<file path="src/rtl/read_ctrl.sv">
// Read-side pointer controller for an async FIFO: read pointer, RAM address, empty/level status.
// Latency: status outputs register one rclk edge after wptr_gray_sync changes (three edges with RCTRL_SYNC_EN).
// Backpressure: a read is accepted only while rempty=0; a read while empty sets sticky rerr_underflow.
// Build option: define RCTRL_SYNC_EN to add an internal 2-flop synchroniser on wptr_gray_sync.
module read_ctrl #(
  parameter int ADDR_W    = 3,
  parameter int AE_THRESH = 1
) (
  input  logic              rclk,
  input  logic              rrst_n,
  input  logic              ren,
  input  logic [ADDR_W:0]   wptr_gray_sync,
  output logic [ADDR_W-1:0] raddr,
  output logic [ADDR_W:0]   rptr_gray,
  output logic              rempty,
  output logic              ralmost_empty,
  output logic [ADDR_W:0]   rlevel,
  output logic              rerr_underflow
);

  localparam int PW = ADDR_W + 1;
  localparam logic [PW-1:0] AE_LVL = PW'(AE_THRESH);

  logic [PW-1:0] rptr_bin;
  logic [PW-1:0] rptr_bin_next;
  logic [PW-1:0] rgray_next;
  logic [PW-1:0] wgray;
  logic [PW-1:0] wbin;
  logic [PW-1:0] level_next;
  logic          rd_acc;

  // Gray to binary: each binary bit is the XOR of all Gray bits at and above it.
  function automatic logic [PW-1:0] gray2bin(input logic [PW-1:0] g);
    logic [PW-1:0] b;
    b[PW-1] = g[PW-1];
    for (int i = PW - 2; i >= 0; i--) begin
      b[i] = b[i+1] ^ g[i];
    end
    return b;
  endfunction

`ifdef RCTRL_SYNC_EN
  logic [PW-1:0] wsync_q1;
  logic [PW-1:0] wsync_q2;

  // Two-flop synchroniser bringing the raw write Gray pointer into rclk.
  always_ff @(posedge rclk) begin
    if (!rrst_n) begin
      wsync_q1 <= '0;
      wsync_q2 <= '0;
    end else begin
      wsync_q1 <= wptr_gray_sync;
      wsync_q2 <= wsync_q1;
    end
  end

  assign wgray = wsync_q2;
`else
  assign wgray = wptr_gray_sync;
`endif

  assign rd_acc        = ren & ~rempty;
  assign rptr_bin_next = rptr_bin + PW'(rd_acc);
  assign rgray_next    = rptr_bin_next ^ (rptr_bin_next >> 1);
  assign wbin          = gray2bin(wgray);
  // Modulo subtraction copes with the wrap bit; a full FIFO yields exactly 2**ADDR_W.
  assign level_next    = wbin - rptr_bin_next;

  assign raddr = rptr_bin[ADDR_W-1:0];

  // Pointer and status registers; status is computed from the post-read pointer so the last read flags empty immediately.
  always_ff @(posedge rclk) begin
    if (!rrst_n) begin
      rptr_bin       <= '0;
      rptr_gray      <= '0;
      rempty         <= 1'b1;
      ralmost_empty  <= 1'b1;
      rlevel         <= '0;
      rerr_underflow <= 1'b0;
    end else begin
      rptr_bin       <= rptr_bin_next;
      rptr_gray      <= rgray_next;
      rempty         <= (rgray_next == wgray);
      ralmost_empty  <= (level_next <= AE_LVL);
      rlevel         <= level_next;
      rerr_underflow <= rerr_underflow | (ren & rempty);
    end
  end

endmodule

</file>
<file path="config.mk">
export PLATFORM = sky130hd
export DESIGN_NAME = read_ctrl
export DESIGN_NICKNAME = d
export VERILOG_FILES = /design/src/rtl/read_ctrl.sv
export SDC_FILE = /design/constraint.sdc
export NUM_CORES = 1
export LEC_CHECK = 0
export ABC_AREA = 1
export BUFFER_PORTS_ARGS = -buffer_cell sky130_fd_sc_hd__buf_2
export CAP_MARGIN = 25
export CORE_MARGIN = 2
export CORE_UTILIZATION = 35
export CTS_BUF_LIST = sky130_fd_sc_hd__clkbuf_16
export DETAILED_ROUTE_END_ITERATION = 8
export PLACE_DENSITY = 0.57
export SYNTH_ARGS = -nofsm -noshare
export SYNTH_HDL_FRONTEND = slang
export SYNTH_SLANG_ARGS = --single-unit
</file>
<file path="constraint.sdc">
create_clock -name rclk -period 4.1 [get_ports rclk]
set_input_delay 0.615 -clock rclk [delete_from_list [all_inputs] [get_ports rclk]]
set_output_delay 0.615 -clock rclk [all_outputs]
set_load 0.1 [all_outputs]
</file>
==> impl_metrics.toml, run 1 <==
[outcome]
status = "complete, no violations"

[grt]
grt_max_degree = 9
grt_first_pass_wirelength_um = 2260
antenna_found_initial = 0
grtUsageTotal_pct = 12.3
grt_pass1_vias = 558
globalRouteOverflowTotal = 0

[cts]
clkTransAtPathRegs_ns = 0.04
cts_hold_buffers = 0
numCtsBuffers = 3
ctsResizeCount = 0
clockBufferDepth = 2
cts-root-buf = "clkbuf_16"
cts_sinks = 14
htree_levels = 1
clk_latency_ns = 0.24
postCtsSetupRepairBufs = 0
cts_tree = "yes"

[routing]
wirelength_um = 1250
final_antenna_net_count = 0
drt_iter0_markers = 5
wl_met2_um = 598
drc_errors = 0
num_vias = 608
met3_wirelength_um = 39
wire_per_inst_um = 8.67
routed.top_layer = "met4"
drt-pass1-iter-count = 2
via_per_inst = 4.22
m1WireLength_um = 583

[final_layout]
area_growth_pct = 29.9
fin_nets = 130
drive_above_1_share_pct = 29.1
antennaDiodeCount = 0
utilization_pct = 47.6
fillCellCount = 215
multi_input_area_um2 = 370
regArea_um2 = 280
stdcell_count = 144

[synthesis]
synth.cell_area_um2 = 711
synth_warnings = 0
ys_ff_latch = 14
yosysTopAreaCell = "dfxtp_1"
synth.most_common_cell = "nand2_1"
yosysUniqueCellTypes = 15
synth_fp_nets = 105
async_flop_share_pct = 0
netlist_instances = 93
synth_area_leaders = "dfxtp_1, nand2_1, ha_1"
synth_seq_area_share_pct = 39.4
synth_top_area_share_pct = 39.4
synth_edf_count = 0
avgSynthCellArea_um2 = 7.64
ys.flop_type = "dfxtp_1"
netlist_top_cells_count = "nand2_1, inv_1, dfxtp_1, nor2_1, nor2_2"

[sta]
hold_slack_ns = 0.461
worstMarginPinSlew_ns = 0.487
fmax_ghz = 0.460
setup_viol = 0
fin_crit_ns = 2.17
fin_tns_setup_ns = 0
fin_skew_ns = 0.00146
finalCritPeriodShare_pct = 53.0
rsz0062_at_grt = "false"
slew_violations = 0
hold_viol = 0
relSlewSlack_pct = 67.8

[floorplan]
core-area_mm2 = 0.00194
io_pins = 21
dieArea_mm2 = 0.00241
die_w_um = 49.1
row_count = 16
die_h_um = 49.1
initial_utilization_pct = 36.6

[place]
port_buffers = 20
routabilityCongestion = 0.753
dp_hpwl_um = 1070
place_inst = 140

[power_and_ir_drop]
p_int_uw = 310
swShare_pct = 37.7
switching_power_uw = 188
clkPwrFrac_pct = 36.1
p_per_area_mw_per_mm2 = 539
pwr-share-seq_pct = 30.7
peakVddDrop_mv = 0.281
p_comb_share_pct = 33.2
leakage_nw = 0.524

[worst_setup_path]
end_kind = "flip-flop"
critPathMaxFanout = 5
critPathKind = "input port to flip-flop"
required_ns = 4.24
startpoint_type = "input port"
cp.arrival_ns = 2.31

[worst_hold_path]
min_path_type = "flip-flop to flip-flop"

[flow_run]
maxCapViolations = 0
[critical path: stages]
cell and delay (ns):
buf_2 0.10, inv_1 0.04, nor2_1 0.03, ha_1 0.19, ha_1 0.38, inv_1 0.10, nand3_2 0.13, nand2_1 0.10
inv_1 0.04, ha_1 0.18, inv_1 0.06, nand2_1 0.05, nand2_1 0.06, nand3_1 0.08, nand2_1 0.08, nor2_2 0.04
[flip-flops by register name, summed over array words and instances (netlist names)]
register / cells
rempty: 1
rptr_gray: 4
rlevel: 4
rerr_underflow: 1
ralmost_empty: 1
rptr_bin: 3
[cells by family after synthesis]
group	after synthesis	synth area share (%)
xor gates and xnor gates	7	9.68
buffers and inverters	16	8.45
adders and majority gates	5	8.80
and+or+nand+nor	48	31.5
AOI/OAI and AO/OA	3	2.11
DFF	14	39.4
[layer usage]
metal | track usage, % | up-vias
met1 | 13.9 | 269
li1 | - | 327
met4 | 10.0 | 0
met2 | 20.3 | 10
met5 | 0 | -
met3 | 1.84 | 2
[power groups by stage]
| stage | Combinational [mW] | Clock [mW] | Sequential (mW) |
|---|---|---|---|
| 6_report | 0.165 | 0.180 | 0.153 |
| 2_1_floorplan | 0.0463 | 0 | 0.250 |
| 5_1_grt | 0.176 | 0.194 | 0.155 |
| 4_1_cts | 0.167 | 0.185 | 0.153 |
| 3_5_place_dp | 0.166 | 0 | 0.156 |
| 3_3_place_gp | 0.165 | 0 | 0.155 |
[cells in the final DEF (no fill, tap or decap)]
cell type	instances
a21oi_1	2
buf_2	20
clkbuf_16	3
clkinv_1	1
dfxtp_1	14
ha_1	5
inv_1	16
nand2_1	23
nand2_2	1
nand3_1	5
nand3_2	2
nand3b_2	1
nor2_1	10
nor2_2	6
o21ai_0	1
xnor2_1	2
xor2_1	4
xor2_2	1
[per-stage QoR]
stage	setup slack, ns	power [mW]	area [um^2]
6_report	1.93	0.498	923
5_1_grt	1.74	0.525	923
4_1_cts	1.91	0.505	923
3_5_place_dp	1.66	0.322	845
3_3_place_gp	1.70	0.320	845
2_1_floorplan	1.50	0.296	711
[final timing paths]
check             cells after the start           start  slack (ns)             end
setup / recovery                     16             ren        1.93   ralmost_empty
hold / removal                        2  rerr_underflow        0.46  rerr_underflow
setup reg to reg                     14          rempty        2.09   ralmost_empty
hold reg to reg                       2  rerr_underflow        0.46  rerr_underflow
[area by class of cell]
| type | instances | share of cell area [%] |
|---|---|---|
| well taps | 27 | 3.66 |
| clock inverters | 1 | 0.407 |
| repair buffers | 20 | 10.8 |
| multi-input cells | 63 | 40.1 |
| inverters | 16 | 6.50 |
| clock buffers | 3 | 8.13 |
| flip-flops and latches | 14 | 30.4 |
Power figures use the tool's default switching activity.
==> run 2: changes to the inputs <==
--- a/config.mk
+++ b/config.mk
@@ -12,7 +12,7 @@
 export CORE_UTILIZATION = 35
 export CTS_BUF_LIST = sky130_fd_sc_hd__clkbuf_16
 export DETAILED_ROUTE_END_ITERATION = 8
-export PLACE_DENSITY = 0.57
+export PLACE_DENSITY = 0.59
 export SYNTH_ARGS = -nofsm -noshare
 export SYNTH_HDL_FRONTEND = slang
 export SYNTH_SLANG_ARGS = --single-unit
==> constraint.sdc (replaced) <==
create_clock -name rclk -period 1.8 [get_ports rclk]
set_input_delay 0.27 -clock rclk [delete_from_list [all_inputs] [get_ports rclk]]
set_output_delay 0.27 -clock rclk [all_outputs]
set_load 0.1 [all_outputs]
==> run 2 against run 1 <==
Wire length is 25% higher. Sequential power is 130% higher. Sequential share of layout area is 4.4 points lower. First-iteration DRC count is 20% higher. Critical path depth is 2 lower. Core utilization is 11 points higher.
==> impl_metrics.toml, run 2 (synthesis results as in run 1) <==
[worst_setup_path]
critPathLaunch = "rempty"
critPathKind = "flip-flop to flip-flop"
path_buf_inv = 2
path_cells = "nor2_4 -> ha_4 -> ha_4 -> inv_2 -> nand2_2 -> nand2_4 -> ha_4 -> inv_4 -> nor2_4 -> nand3_2 -> nand3_2 -> nand2_2 -> nor2_4 -> nor2_2"
max_stage_delay_ns = 0.35
critPathMaxFanout = 3
startpoint_type = "flip-flop"
ff2ff_path_depth = 14
end_kind = "flip-flop"
path_depth = 14
cp.arrival_ns = 1.93
rr_startpoint = "rempty"
required_ns = 1.94
cp_slowest_cell = "dfxtp_4"
cpLargestDelayFamily = "simple AND/OR/NAND/NOR gates"

[sta]
finalCritPeriodShare_pct = 99.7
slew_violations = 0
fin_crit_ns = 1.79
rsz0062_at_grt = "true"
setup_viol = 0
hold_slack_ns = 0.273
worstMarginPinSlew_ns = 0.486
relSlewSlack_pct = 67.8
fin_skew_ns = 0.00190
hold_viol = 0
fmax_ghz = 0.557

[grt]
use_met3_pct = 3.68
grtUsageTotal_pct = 14.1
grt_first_pass_wirelength_um = 2550
met2_usage_pct = 24.5
globalRouteOverflowTotal = 0
busiest_layer = "met2"
met1_usage_pct = 15.0
antenna_found_initial = 0
grt_max_degree = 9
grt_pass1_vias = 624

[final_layout]
drive_above_1_share_pct = 51.6
stdcell_count = 155
utilization_pct = 58.2
final_common_cell = "buf_2"
antennaDiodeCount = 0
reg_top3 = "rlevel x4, rptr_gray x4, rptr_bin x3"
area_growth_pct = 59.0
final_cell_mix = "buf_2, nand2_1, inv_1, buf_4, dfxtp_1"
fin_nets = 141
fillCellCount = 185

[routing]
drc_errors = 0
wirelength_um = 1560
wire_per_inst_um = 10.0
via_per_inst = 4.32
final_antenna_net_count = 0
drt_iter0_markers = 6
num_vias = 670
drt-pass1-iter-count = 2

[power_and_ir_drop]
peakVddDrop_mv = 0.775
leakage_nw = 0.592
p_per_area_mw_per_mm2 = 1060
p_total_mw = 1.20

[cts]
clk_latency_ns = 0.24
cts-root-buf = "clkbuf_16"
cts_tree = "yes"
clkTransAtPathRegs_ns = 0.05
cts_sinks = 14
cts_hold_buffers = 0
htree_levels = 1
numCtsBuffers = 3
clockBufferDepth = 2

[place]
dp_hpwl_um = 1170
port_buffers = 20
place_inst = 150
routabilityCongestion = 0.716

[outcome]
status = "complete, no violations"

[floorplan]
core-area_mm2 = 0.00194
die_w_um = 49.1
initial_utilization_pct = 36.6
io_pins = 21
dieArea_mm2 = 0.00241
die_h_um = 49.1
row_count = 16

[flow_run]
maxCapViolations = 0

[worst_hold_path]
min_from = "ren"
min_path_cells = 3
min_path_type = "input port to flip-flop"
## run 2: changes by cell type in the layout (fill, tap and decap cells not counted), sizes merged
cell and delta:
buf +11
## run 2: per-layer routing
metal | vias to the layer above | share of wire (%)
met3 | 2 | 1.9
met4 | 0 | 1.4
li1 | 350 | -
met5 | - | 0
met1 | 308 | 43
met2 | 10 | 54
## run 2: where the power goes
part           switching (mW)  leakage [nW]  total (mW)  internal (mW)
logic                   0.327         0.436       0.437          0.111
registers              0.0102         0.118       0.350          0.340
clock network           0.117        0.0385       0.410          0.293
## run 2: per-stage QoR
stage | area [um^2] | TNS, ns | worst slack, ns
after detailed placement | 987 | -0.177 | -0.111
after global placement | 987 | -0.0790 | -0.0623
after CTS | 1070 | 0 | 0.00524
after global routing | 1130 | -0.251 | -0.115
after floorplan | 778 | -0.151 | -0.0978
final | 1130 | 0 | 0.00614
## run 2: cell type report
cell class	count	area (um^2)	area share, %
Timing Repair Buffer	31	183	16.2
Sequential cell	14	293	25.9
Clock inverter	1	3.75	0.332
Clock buffer	3	75.1	6.64
Tap cell	27	33.8	2.99
Multi-Input combinational cell	63	479	42.4
Inverter	16	62.6	5.54
## run 2: worst reg2reg max path, delay by kind of cell (launching register included)
kind                     cells  cell delay, ns
adder cells (fa/ha/maj)      3            0.57
AND/OR/NAND/NOR              9            0.70
buffers and inverters        2            0.07
flip-flops                   1            0.35
## run 2: final timing paths
check | to | slack, ns
max | ralmost_empty | 0.006
min | rerr_underflow | 0.27
max reg2reg | ralmost_empty | 0.006
min reg2reg | rerr_underflow | 0.46
## run 2: what timing repair did
action	CTS	global route
setup endpoints to repair	1	3
resized for setup	0	15
pin swaps	1	13
setup buffers	0	1
endpoints found under the hold margin	0	0
